[src/rtl/duck_round_scheduler.sv]
// Duck Hunt round scheduler: random spawn delays, flight supervision, shot/hit
// scoring and round progression. States: IDLE, SPAWN_WAIT, FLIGHT, RESULT, ROUND_END, FINISHED.
module duck_round_scheduler #(
  parameter int DUCKS_PER_ROUND = 10,
  parameter int SHOTS_PER_DUCK  = 3,
  parameter int PASS_HITS       = 6,
  parameter int MAX_ROUND       = 9,
  parameter int SPAWN_BASE      = 30,
  parameter int FLIGHT_TICKS    = 300,
  parameter int X_MIN           = 64,
  parameter int HIT_POINTS      = 100
) (
  input  logic        clk_i,
  input  logic        rst_i,
  input  logic        game_enable_i,
  input  logic        frame_tick_i,
  input  logic [15:0] random_i,
  input  logic        left_mouse_i,
  input  logic        duck_hit_i,
  output logic        duck_spawn_o,
  output logic        duck_active_o,
  output logic [11:0] duck_xpos_start_o,
  output logic        duck_dir_o,
  output logic [3:0]  duck_speed_o,
  output logic [1:0]  shots_left_o,
  output logic [3:0]  hit_count_o,
  output logic [3:0]  duck_index_o,
  output logic [3:0]  round_o,
  output logic [15:0] score_o,
  output logic        game_finished_o
);

  typedef enum logic [2:0] {
    S_IDLE       = 3'd0,
    S_SPAWN_WAIT = 3'd1,
    S_FLIGHT     = 3'd2,
    S_RESULT     = 3'd3,
    S_ROUND_END  = 3'd4,
    S_FINISHED   = 3'd5
  } state_t;

  localparam logic [3:0]  DUCKS_C  = 4'(DUCKS_PER_ROUND);
  localparam logic [1:0]  SHOTS_C  = 2'(SHOTS_PER_DUCK);
  localparam logic [3:0]  PASS_C   = 4'(PASS_HITS);
  localparam logic [3:0]  MAXR_C   = 4'(MAX_ROUND);
  localparam logic [6:0]  BASE_C   = 7'(SPAWN_BASE);
  localparam logic [9:0]  FLIGHT_C = 10'(FLIGHT_TICKS);
  localparam logic [11:0] XMIN_C   = 12'(X_MIN);
  localparam logic [16:0] POINTS_C = 17'(HIT_POINTS);

  state_t      state_q, state_d;
  logic [6:0]  delay_q, delay_d;
  logic [9:0]  flight_q, flight_d;
  logic        mouse_q, mouse_d;
  logic        hit_q, hit_d;
  logic        spawn_q, spawn_d;
  logic        active_q, active_d;
  logic [11:0] xpos_q, xpos_d;
  logic        dir_q, dir_d;
  logic [3:0]  speed_q, speed_d;
  logic [1:0]  shots_q, shots_d;
  logic [3:0]  hits_q, hits_d;
  logic [3:0]  idx_q, idx_d;
  logic [3:0]  round_q, round_d;
  logic [15:0] score_q, score_d;
  logic        finished_q, finished_d;

  logic        shot;
  logic [6:0]  delay_load;
  logic [16:0] score_sum;
  logic        unused_random;

  assign shot          = left_mouse_i & ~mouse_q;
  assign delay_load    = BASE_C + {2'b00, random_i[4:0]};
  assign score_sum     = {1'b0, score_q} + POINTS_C;
  assign unused_random = ^random_i[14:9];

  always_comb begin
    state_d  = state_q;
    delay_d  = delay_q;
    flight_d = flight_q;
    mouse_d  = left_mouse_i;
    hit_d    = hit_q;
    spawn_d  = 1'b0;
    xpos_d   = xpos_q;
    dir_d    = dir_q;
    speed_d  = speed_q;
    shots_d  = shots_q;
    hits_d   = hits_q;
    idx_d    = idx_q;
    round_d  = round_q;
    score_d  = score_q;

    // Dropping enable aborts everything; score and round survive until the next start.
    if (state_q != S_IDLE && !game_enable_i) begin
      state_d = S_IDLE;
      shots_d = '0;
      hits_d  = '0;
      idx_d   = '0;
    end else begin
      unique case (state_q)
        S_IDLE: begin
          if (game_enable_i) begin
            round_d = 4'd1;
            score_d = '0;
            hits_d  = '0;
            idx_d   = '0;
            delay_d = delay_load;
            state_d = S_SPAWN_WAIT;
          end
        end
        S_SPAWN_WAIT: begin
          if (delay_q == '0) begin
            xpos_d   = XMIN_C + {3'b000, random_i[8:0]};
            dir_d    = random_i[15];
            speed_d  = (round_q == 4'hF) ? 4'hF : round_q + 4'd1;
            shots_d  = SHOTS_C;
            flight_d = FLIGHT_C;
            spawn_d  = 1'b1;
            state_d  = S_FLIGHT;
          end else if (frame_tick_i) begin
            delay_d = delay_q - 7'd1;
          end
        end
        S_FLIGHT: begin
          if (shot && shots_q != '0) begin
            shots_d = shots_q - 2'd1;
          end
          if (frame_tick_i && flight_q != '0) begin
            flight_d = flight_q - 10'd1;
          end
          // A hit wins over a simultaneous last shot or flight expiry.
          if (duck_hit_i) begin
            hit_d   = 1'b1;
            state_d = S_RESULT;
          end else if (shots_d == '0 || flight_d == '0) begin
            hit_d   = 1'b0;
            state_d = S_RESULT;
          end
        end
        S_RESULT: begin
          if (hit_q) begin
            hits_d  = hits_q + 4'd1;
            score_d = score_sum[16] ? 16'hFFFF : score_sum[15:0];
          end
          idx_d = idx_q + 4'd1;
          if (idx_d == DUCKS_C) begin
            state_d = S_ROUND_END;
          end else begin
            delay_d = delay_load;
            state_d = S_SPAWN_WAIT;
          end
        end
        S_ROUND_END: begin
          if (hits_q >= PASS_C && round_q < MAXR_C) begin
            round_d = round_q + 4'd1;
            hits_d  = '0;
            idx_d   = '0;
            delay_d = delay_load;
            state_d = S_SPAWN_WAIT;
          end else begin
            state_d = S_FINISHED;
          end
        end
        S_FINISHED: begin
          state_d = S_FINISHED;
        end
        default: begin
          state_d = S_IDLE;
        end
      endcase
    end

    active_d   = (state_d == S_FLIGHT);
    finished_d = (state_d == S_FINISHED);
  end

  always_ff @(posedge clk_i or posedge rst_i) begin
    if (rst_i) begin
      state_q    <= S_IDLE;
      delay_q    <= '0;
      flight_q   <= '0;
      mouse_q    <= 1'b0;
      hit_q      <= 1'b0;
      spawn_q    <= 1'b0;
      active_q   <= 1'b0;
      xpos_q     <= '0;
      dir_q      <= 1'b0;
      speed_q    <= '0;
      shots_q    <= '0;
      hits_q     <= '0;
      idx_q      <= '0;
      round_q    <= '0;
      score_q    <= '0;
      finished_q <= 1'b0;
    end else begin
      state_q    <= state_d;
      delay_q    <= delay_d;
      flight_q   <= flight_d;
      mouse_q    <= mouse_d;
      hit_q      <= hit_d;
      spawn_q    <= spawn_d;
      active_q   <= active_d;
      xpos_q     <= xpos_d;
      dir_q      <= dir_d;
      speed_q    <= speed_d;
      shots_q    <= shots_d;
      hits_q     <= hits_d;
      idx_q      <= idx_d;
      round_q    <= round_d;
      score_q    <= score_d;
      finished_q <= finished_d;
    end
  end

  assign duck_spawn_o      = spawn_q;
  assign duck_active_o     = active_q;
  assign duck_xpos_start_o = xpos_q;
  assign duck_dir_o        = dir_q;
  assign duck_speed_o      = speed_q;
  assign shots_left_o      = shots_q;
  assign hit_count_o       = hits_q;
  assign duck_index_o      = idx_q;
  assign round_o           = round_q;
  assign score_o           = score_q;
  assign game_finished_o   = finished_q;

endmodule

[config.mk]
export PLATFORM = sky130hd
export DESIGN_NAME = duck_round_scheduler
export DESIGN_NICKNAME = d
export VERILOG_FILES = /design/src/rtl/duck_round_scheduler.sv
export SDC_FILE = /design/constraint.sdc
export NUM_CORES = 1
export LEC_CHECK = 0
export ABC_AREA = 1
export CAP_MARGIN = 20
export CORE_MARGIN = 2
export CORE_UTILIZATION = 30
export CTS_BUF_LIST = sky130_fd_sc_hd__clkbuf_8
export DETAILED_ROUTE_END_ITERATION = 12
export MAX_ROUTING_LAYER = met4
export PLACE_DENSITY = 0.57
export SLEW_MARGIN = 20
export SYNTH_ARGS = -nofsm -noshare
export SYNTH_HDL_FRONTEND = slang
export SYNTH_SLANG_ARGS = --single-unit
[constraint.sdc]
create_clock -name clk_i -period 5.55 [get_ports clk_i]
set_input_delay 0.8325 -clock clk_i [delete_from_list [all_inputs] [get_ports clk_i]]
set_output_delay 0.8325 -clock clk_i [all_outputs]
set_load 0.02 [all_outputs]
# [Yosys cells after proc, flatten, opt, wreduce, memory -nomap -nowiden]
# Cells that the tools add are included.
[word_totals] regBits=72 latch_bits=0 mem_bits_rw=0 rom_bits=0 out_inout_bits=50 mem_count=0
[op_classes] add_sub_neg=9 multipliers=0 div=0 n_lt_le_gt_ge=2 n_eq_ne=20 shift=0 muxes=45 bitwise_logic=3 n_reduce_logical=29
[op_table] cell="2-to-1 mux 16 bit" count=3
[op_table] cell="2-to-1 mux 10 bit" count=4
[op_table] cell="2-to-1 mux 7 bit" count=5
[op_table] cell="2-to-1 mux 4 bit" count=8
[op_table] cell="case mux 16 bit (2 select lines)" count=1
[op_table] cell="case mux 7 bit (4 select lines)" count=1
[op_table] cell="case mux 4 bit (3 select lines)" count=2
[op_table] cell="2-to-1 mux 3 bit" count=7
[op_table] cell="case mux 10 bit (2 select lines)" count=1
[op_table] cell="case mux 3 bit (6 select lines)" count=1
[op_table] cell="adder 16 x 7 -> 17 bit, second input constant" count=1
[op_table] cell="inequality test 2 bit, second input constant" count=7
[op_table] cell="adder 4 x 1 -> 4 bit, second input constant" count=3
[op_table] cell="inequality test 3 bit, second input constant" count=4
[op_table] cell="AND reduction 3 bit" count=4
[op_table] cell="AND reduction 4 bit" count=3
[op_table] cell="adder 7 x 9 -> 10 bit, first input constant" count=1
[op_table] cell="logical NOT 10 bit" count=1
[op_table] cell="2-to-1 mux 2 bit" count=5
[op_table] cell="nonzero test 10 bit" count=1
[op_table] cell="nonzero test 2 bit" count=5
[op_table] cell="subtractor 10 x 1 -> 10 bit, second input constant" count=1
[op_table] cell="equality test 3 x 2 -> 1 bit, second input constant" count=3
[op_table] cell="equality test 3 bit, second input constant" count=3
[op_table] cell="other kinds (22)" count=33

# [Logic depth before layout (Yosys ltp)]
[depth] depth_word=13 ltp_mapped=17 mapped_depth_nobuf=16

# [Least setup slack after synthesis]
# OpenSTA, ideal clock, no wires.
[synth_timing] path_kind="input to register" startpoint="input left_mouse_i" endpoint="register active_q (netlist: duck_active_o)" setup_time_ps=72 t_arrival_ps=1897 required_ps=5478 slack_ps=3582 path_stages=8 path_buffers=0 path_cell_list="or3b_2 o21ai_0 nor2_1 nor2_1 nand2_2 nand2_2 nand2_1 nor2_1"
[synth_via] elab_chain_cells=12
[synth_rtl] element="start, declared" line_no="18" rtl="input logic left_mouse_i,"
[synth_rtl] element="AND 1 bit" line_no="73" rtl="assign shot = left_mouse_i & ~mouse_q;"
[synth_rtl] element="logical AND 1 bit" line_no="126" rtl="if (shot && shots_q != '0) begin"
[synth_rtl] element="2-to-1 mux 2 bit" line_no="126"
[synth_rtl] element="2-to-1 mux 2 bit" line_no="101" rtl="unique case (state_q)"
[synth_rtl] element="2-to-1 mux 2 bit" line_no="95" rtl="if (state_q != S_IDLE && !game_enable_i) begin"
[synth_rtl] element="logical NOT 2 bit" line_no="136" rtl="end else if (shots_d == '0 || flight_d == '0) begin"
[synth_rtl] element="logical OR 1 bit" line_no="136"
[synth_rtl] element="2-to-1 mux 3 bit" line_no="136"
[synth_rtl] element="2-to-1 mux 3 bit" line_no="133" rtl="if (duck_hit_i) begin"
[synth_rtl] element="case mux 3 bit (6 select lines)" line_no="101"
[synth_rtl] element="2-to-1 mux 3 bit" line_no="95"
[synth_rtl] element="equality test 3 x 2 -> 1 bit" line_no="174" rtl="active_d = (state_d == S_FLIGHT);"
[synth_rtl] element="net active_d" line_no="57" rtl="logic active_q, active_d;"
[synth_rtl] element="end signal, assigned" line_no="203" rtl="active_q <= active_d;"
[synth_rtl] element="end, declared" line_no="57"
# The timed path passes the listed nets, and every way through them passes these cells. The select of a mux whose other input is x is not followed.
# A chain may end at the register's enable or synchronous reset.

# [Worst setup path after layout]
[layout_timing] startpoint="register delay_q[0]" endpoint="register shots_q[0] (netlist: shots_left_o[0])"
[layout_via] elab_chain_cells=3
[layout_rtl] element="start, declared" line_no="52" rtl="logic [6:0] delay_q, delay_d;"
[layout_rtl] element="start signal, assigned" line_no="198" rtl="delay_q <= delay_d;"
[layout_rtl] element="logical NOT 7 bit" line_no="113" rtl="if (delay_q == '0) begin"
[layout_rtl] element="inequality test 3 bit (no source line)"
[layout_rtl] element="AND reduction 2 bit (no source line)"
[layout_rtl] element="end signal, assigned" line_no="207" rtl="shots_q <= shots_d;"
[layout_rtl] element="end, declared" line_no="61" rtl="logic [1:0] shots_q, shots_d;"
# No other way between the ends.

==> impl_metrics.xml <==
<?xml version="1.0" encoding="UTF-8"?>
<metrics>
  <group name="worst_setup_path">
    <metric name="crit_path_top_delay_cell" unit="">nor2_2</metric>
    <metric name="critPathLaunchType" unit="">register</metric>
    <metric name="crit_path_max_fanout" unit="">13</metric>
    <metric name="r2r-start" unit="">delay_q[0]$_DFFE_PP0P_</metric>
    <metric name="required" unit="ns">5.84</metric>
    <metric name="timing.reg2reg.worst_path_depth" unit="">10</metric>
    <metric name="critPathArrivalTime" unit="ns">2.70</metric>
    <metric name="cp_cell_sequence" unit="">inv_1 -&gt; ha_1 -&gt; nand4_1 -&gt; nor2_1 -&gt; nand2_1 -&gt; nor2_2 -&gt; nor2_1 -&gt; inv_2 -&gt; o21ai_0 -&gt; o21ai_0</metric>
    <metric name="ff2ff_setup_slack" unit="ns">3.14</metric>
    <metric name="end_kind" unit="">register</metric>
    <metric name="crit_path_max_incr_delay" unit="ns">0.54</metric>
    <metric name="timing_worst_setup_path_type" unit="">reg2reg</metric>
    <metric name="critical_path.reg2reg.endpoint" unit="">shots_left_o[0]$_DFFE_PP0P_</metric>
  </group>
  <group name="routing">
    <metric name="dr_wl_met2" unit="mm">4.39</metric>
    <metric name="remaining_drc_errors" unit="">0</metric>
    <metric name="viasPerCell" unit="">4.60</metric>
    <metric name="dr_total_vias" unit="">3444</metric>
    <metric name="routed_metal_1_wire_length" unit="mm">4.43</metric>
    <metric name="drt-pass1-iter-count" unit="">4</metric>
    <metric name="drt-initial-drc-count" unit="">167</metric>
    <metric name="routed_wirelength" unit="mm">9.39</metric>
    <metric name="post_drt_wl_per_cell" unit="µm">12.6</metric>
    <metric name="antenna_violating_nets_post_route" unit="">0</metric>
    <metric name="routed.top_layer" unit="">met4</metric>
    <metric name="met3_length" unit="µm">484</metric>
  </group>
  <group name="placed_design">
    <metric name="placer_congestion_estimate" unit="">0.883</metric>
    <metric name="dp.final_hpwl" unit="mm">6.85</metric>
    <metric name="io_buffer_count" unit="">63</metric>
    <metric name="place_area" unit="mm²">0.00480</metric>
    <metric name="pre_cts_worst_setup_slack" unit="ns">2.82</metric>
  </group>
  <group name="power_and_ir_drop">
    <metric name="leakage_component_of_the_power" unit="nW">2.25</metric>
    <metric name="power.density_cell_area" unit="mW/mm²">376</metric>
    <metric name="maximum_ir_drop_on_the_vdd_rail" unit="V">0.000146</metric>
  </group>
  <group name="global_route">
    <metric name="first_pass_grt_wire_length" unit="mm">16.1</metric>
    <metric name="vias_in_the_first_global_route" unit="">3356</metric>
    <metric name="number_of_antenna_violations_at_the_first_check_in_global_routing" unit="">0</metric>
    <metric name="grt_start_max_net_pins" unit="">70</metric>
    <metric name="globalRoute.totalOverflow" unit="">0</metric>
    <metric name="globalRouteTotalUtil" unit="%">14.6</metric>
  </group>
  <group name="sta">
    <metric name="timing.setup.tns" unit="ns">0</metric>
    <metric name="setup_violators_final" unit="">0</metric>
    <metric name="finalHoldViolations" unit="">0</metric>
    <metric name="fmax" unit="MHz">415</metric>
    <metric name="final.period_utilization" unit="%">43.4</metric>
    <metric name="worst-slew-pin-transition" unit="ns">0.889</metric>
    <metric name="finalHoldWorstSlack" unit="ns">0.478</metric>
    <metric name="fin_skew" unit="ns">0.00940</metric>
    <metric name="fin_ws" unit="ns">3.14</metric>
    <metric name="headroom_to_the_max_slew_limit" unit="%">40.7</metric>
    <metric name="drv_slew" unit="">0</metric>
    <metric name="grt_setup_unrepaired" unit="">no</metric>
    <metric name="fin_crit" unit="ns">2.41</metric>
  </group>
  <group name="clock_network">
    <metric name="clk_slew_on_worst_s_h_paths" unit="ns">0.07</metric>
    <metric name="worstSkewPairLatency" unit="ns">0.36</metric>
    <metric name="cts.repair_timing.setup_buffer_count" unit="">0</metric>
    <metric name="cts_hold_buf" unit="">0</metric>
    <metric name="numCtsBuffers" unit="">9</metric>
    <metric name="cts_tree" unit="">done</metric>
    <metric name="clockRootBuffer" unit="">clkbuf_8</metric>
    <metric name="cts_repair_resize_count" unit="">0</metric>
    <metric name="max-clock-path-buffers" unit="">2</metric>
    <metric name="cts.sink_count" unit="">69</metric>
    <metric name="ctsHtreeMaxLevel" unit="">3</metric>
  </group>
  <group name="logic_synthesis">
    <metric name="synth-seq-cells" unit="">69</metric>
    <metric name="async_flop_share" unit="%">100</metric>
    <metric name="synthFlopType" unit="">dfrtp_1</metric>
    <metric name="ys_warn_count" unit="">0</metric>
    <metric name="post_synth_inst_count" unit="">503</metric>
    <metric name="synthesis.area_per_instance" unit="µm²">8.00</metric>
    <metric name="netlist-cell-type-count" unit="">44</metric>
    <metric name="synth.yosys.seq_area_share" unit="%">42.9</metric>
    <metric name="syn_area" unit="mm²">0.00402</metric>
    <metric name="synth_edf_count" unit="">0</metric>
  </group>
  <group name="floorplanning">
    <metric name="die_w" unit="µm">120</metric>
    <metric name="row_count" unit="">42</metric>
    <metric name="die_footprint" unit="mm²">0.0144</metric>
    <metric name="placeableCoreArea" unit="mm²">0.0132</metric>
    <metric name="die_h" unit="µm">120</metric>
    <metric name="initial_utilization" unit="%">30.5</metric>
    <metric name="pin_count" unit="">72</metric>
  </group>
  <group name="final_layout">
    <metric name="final_cell_area" unit="mm²">0.00498</metric>
    <metric name="area_growth_syn_to_layout" unit="%">23.7</metric>
    <metric name="fin_util" unit="%">37.7</metric>
    <metric name="drive_gt1_share" unit="%">9.79</metric>
    <metric name="num_antenna_cells" unit="">0</metric>
    <metric name="final_common_cell" unit="">nand2_1</metric>
    <metric name="most_frequent_cells_in_the_layout" unit="">118 x nand2_1, 69 x dfrtp_1, 63 x clkdlybuf4s50_1, 60 x inv_1, 50 x nor2_1</metric>
    <metric name="num-nets-final" unit="">602</metric>
  </group>
  <group name="flow_run">
    <metric name="max_cap_viol_count" unit="">0</metric>
  </group>
  <group name="worst_hold_path">
    <metric name="timing.hold.worst.start" unit="">hit_q$_DFFE_PP0P_</metric>
    <metric name="hold-path-cell-count" unit="">2</metric>
    <metric name="hold_path_class" unit="">reg2reg</metric>
    <metric name="worst_hold_path.endpoint" unit="">hit_q$_DFFE_PP0P_</metric>
  </group>
  <group name="run_status">
    <metric name="run_status" unit="">complete, no violations</metric>
  </group>
</metrics>
-- where the power goes --
| group | total [mW] | switching, mW | internal, mW |
|---|---|---|---|
| registers | 0.715 | 0.0996 | 0.616 |
| logic | 0.776 | 0.475 | 0.301 |
| clock network | 0.379 | 0.186 | 0.192 |
-- worst max-delay path: cells and delay by family (launching register included) --
family / cells / cell delay, ns
flip-flops: 1 / 0.36
AND/OR/NAND/NOR: 5 / 1.17
adder cells (fa/ha/maj): 1 / 0.22
buffers and inverters: 2 / 0.34
AO/OA/AOI/OAI: 2 / 0.23
-- registers in the layout, summed over array words and instances (netlist names) --
name and flops:
round_o 4, flight_q 10, state_q 3, score_o 15, duck_dir_o 1, duck_spawn_o 1
duck_active_o 1, mouse_q 1, delay_q 7, game_finished_o 1, hit_count_o 4, hit_q 1
duck_xpos_start_o 10, duck_index_o 4, shots_left_o 2, duck_speed_o 4
-- metal layers --
metal | vias up | GRT usage [%]
met3 | 7 | 4.90
met2 | 69 | 22.6
li1 | 1771 | -
met5 | - | -
met1 | 1597 | 18.0
met4 | 0 | 4.56
-- cell type report --
class                      instances  area (µm²)
fill                            1364        8210
inverter                          69         259
timing repair buffer              64         638
clock inverter                     3        12.5
multi-input combinational        355        1950
tap                              176         220
clock buffer                      12         165
sequential                        69        1730
-- kinds of logic after synthesis --
family	share of synthesized area (%)
simple gates	27.4
compound gates	14.2
mux	0.249
fa+ha+maj	3.73
buf+inv	8.58
xor+xnor	2.83
flops	42.9
other cells	0.0932
-- per-stage QoR --
step | power (mW) | instances
detailed placement | 1.50 | 733
global route | 2.04 | 748
floorplan | 1.27 | 504
global placement | 1.49 | 733
finish | 1.87 | 748
CTS | 1.90 | 748
-- worst max-delay path by stage --
stage	startpoint	end	slack, ns	cells after the start
detailed placement	frame_tick_i	duck_active_o$_DFF_PP0_	2.82	13
floorplan	rst_i	delay_q[0]$_DFFE_PP0P_	2.98	1
CTS	delay_q[0]$_DFFE_PP0P_	shots_left_o[1]$_DFFE_PP0P_	3.11	10
finish	delay_q[0]$_DFFE_PP0P_	shots_left_o[0]$_DFFE_PP0P_	3.14	10
global route	delay_q[0]$_DFFE_PP0P_	shots_left_o[1]$_DFFE_PP0P_	2.80	10
global placement	frame_tick_i	duck_active_o$_DFF_PP0_	2.80	13
-- cells in the mapped netlist, drive strengths merged, types with 9 or more instances --
cell type  count  area, µm²
a21oi         13       68.8
buf           10       81.3
dfrtp         69       1730
ha            12        150
inv           69        259
nand2        124        495
nand3         30        155
nor2          60        289
nor3           9       77.6
o21ai         45        225
o22ai         17        150
xor2           9       78.8
Power figures use the tool's default switching activity.
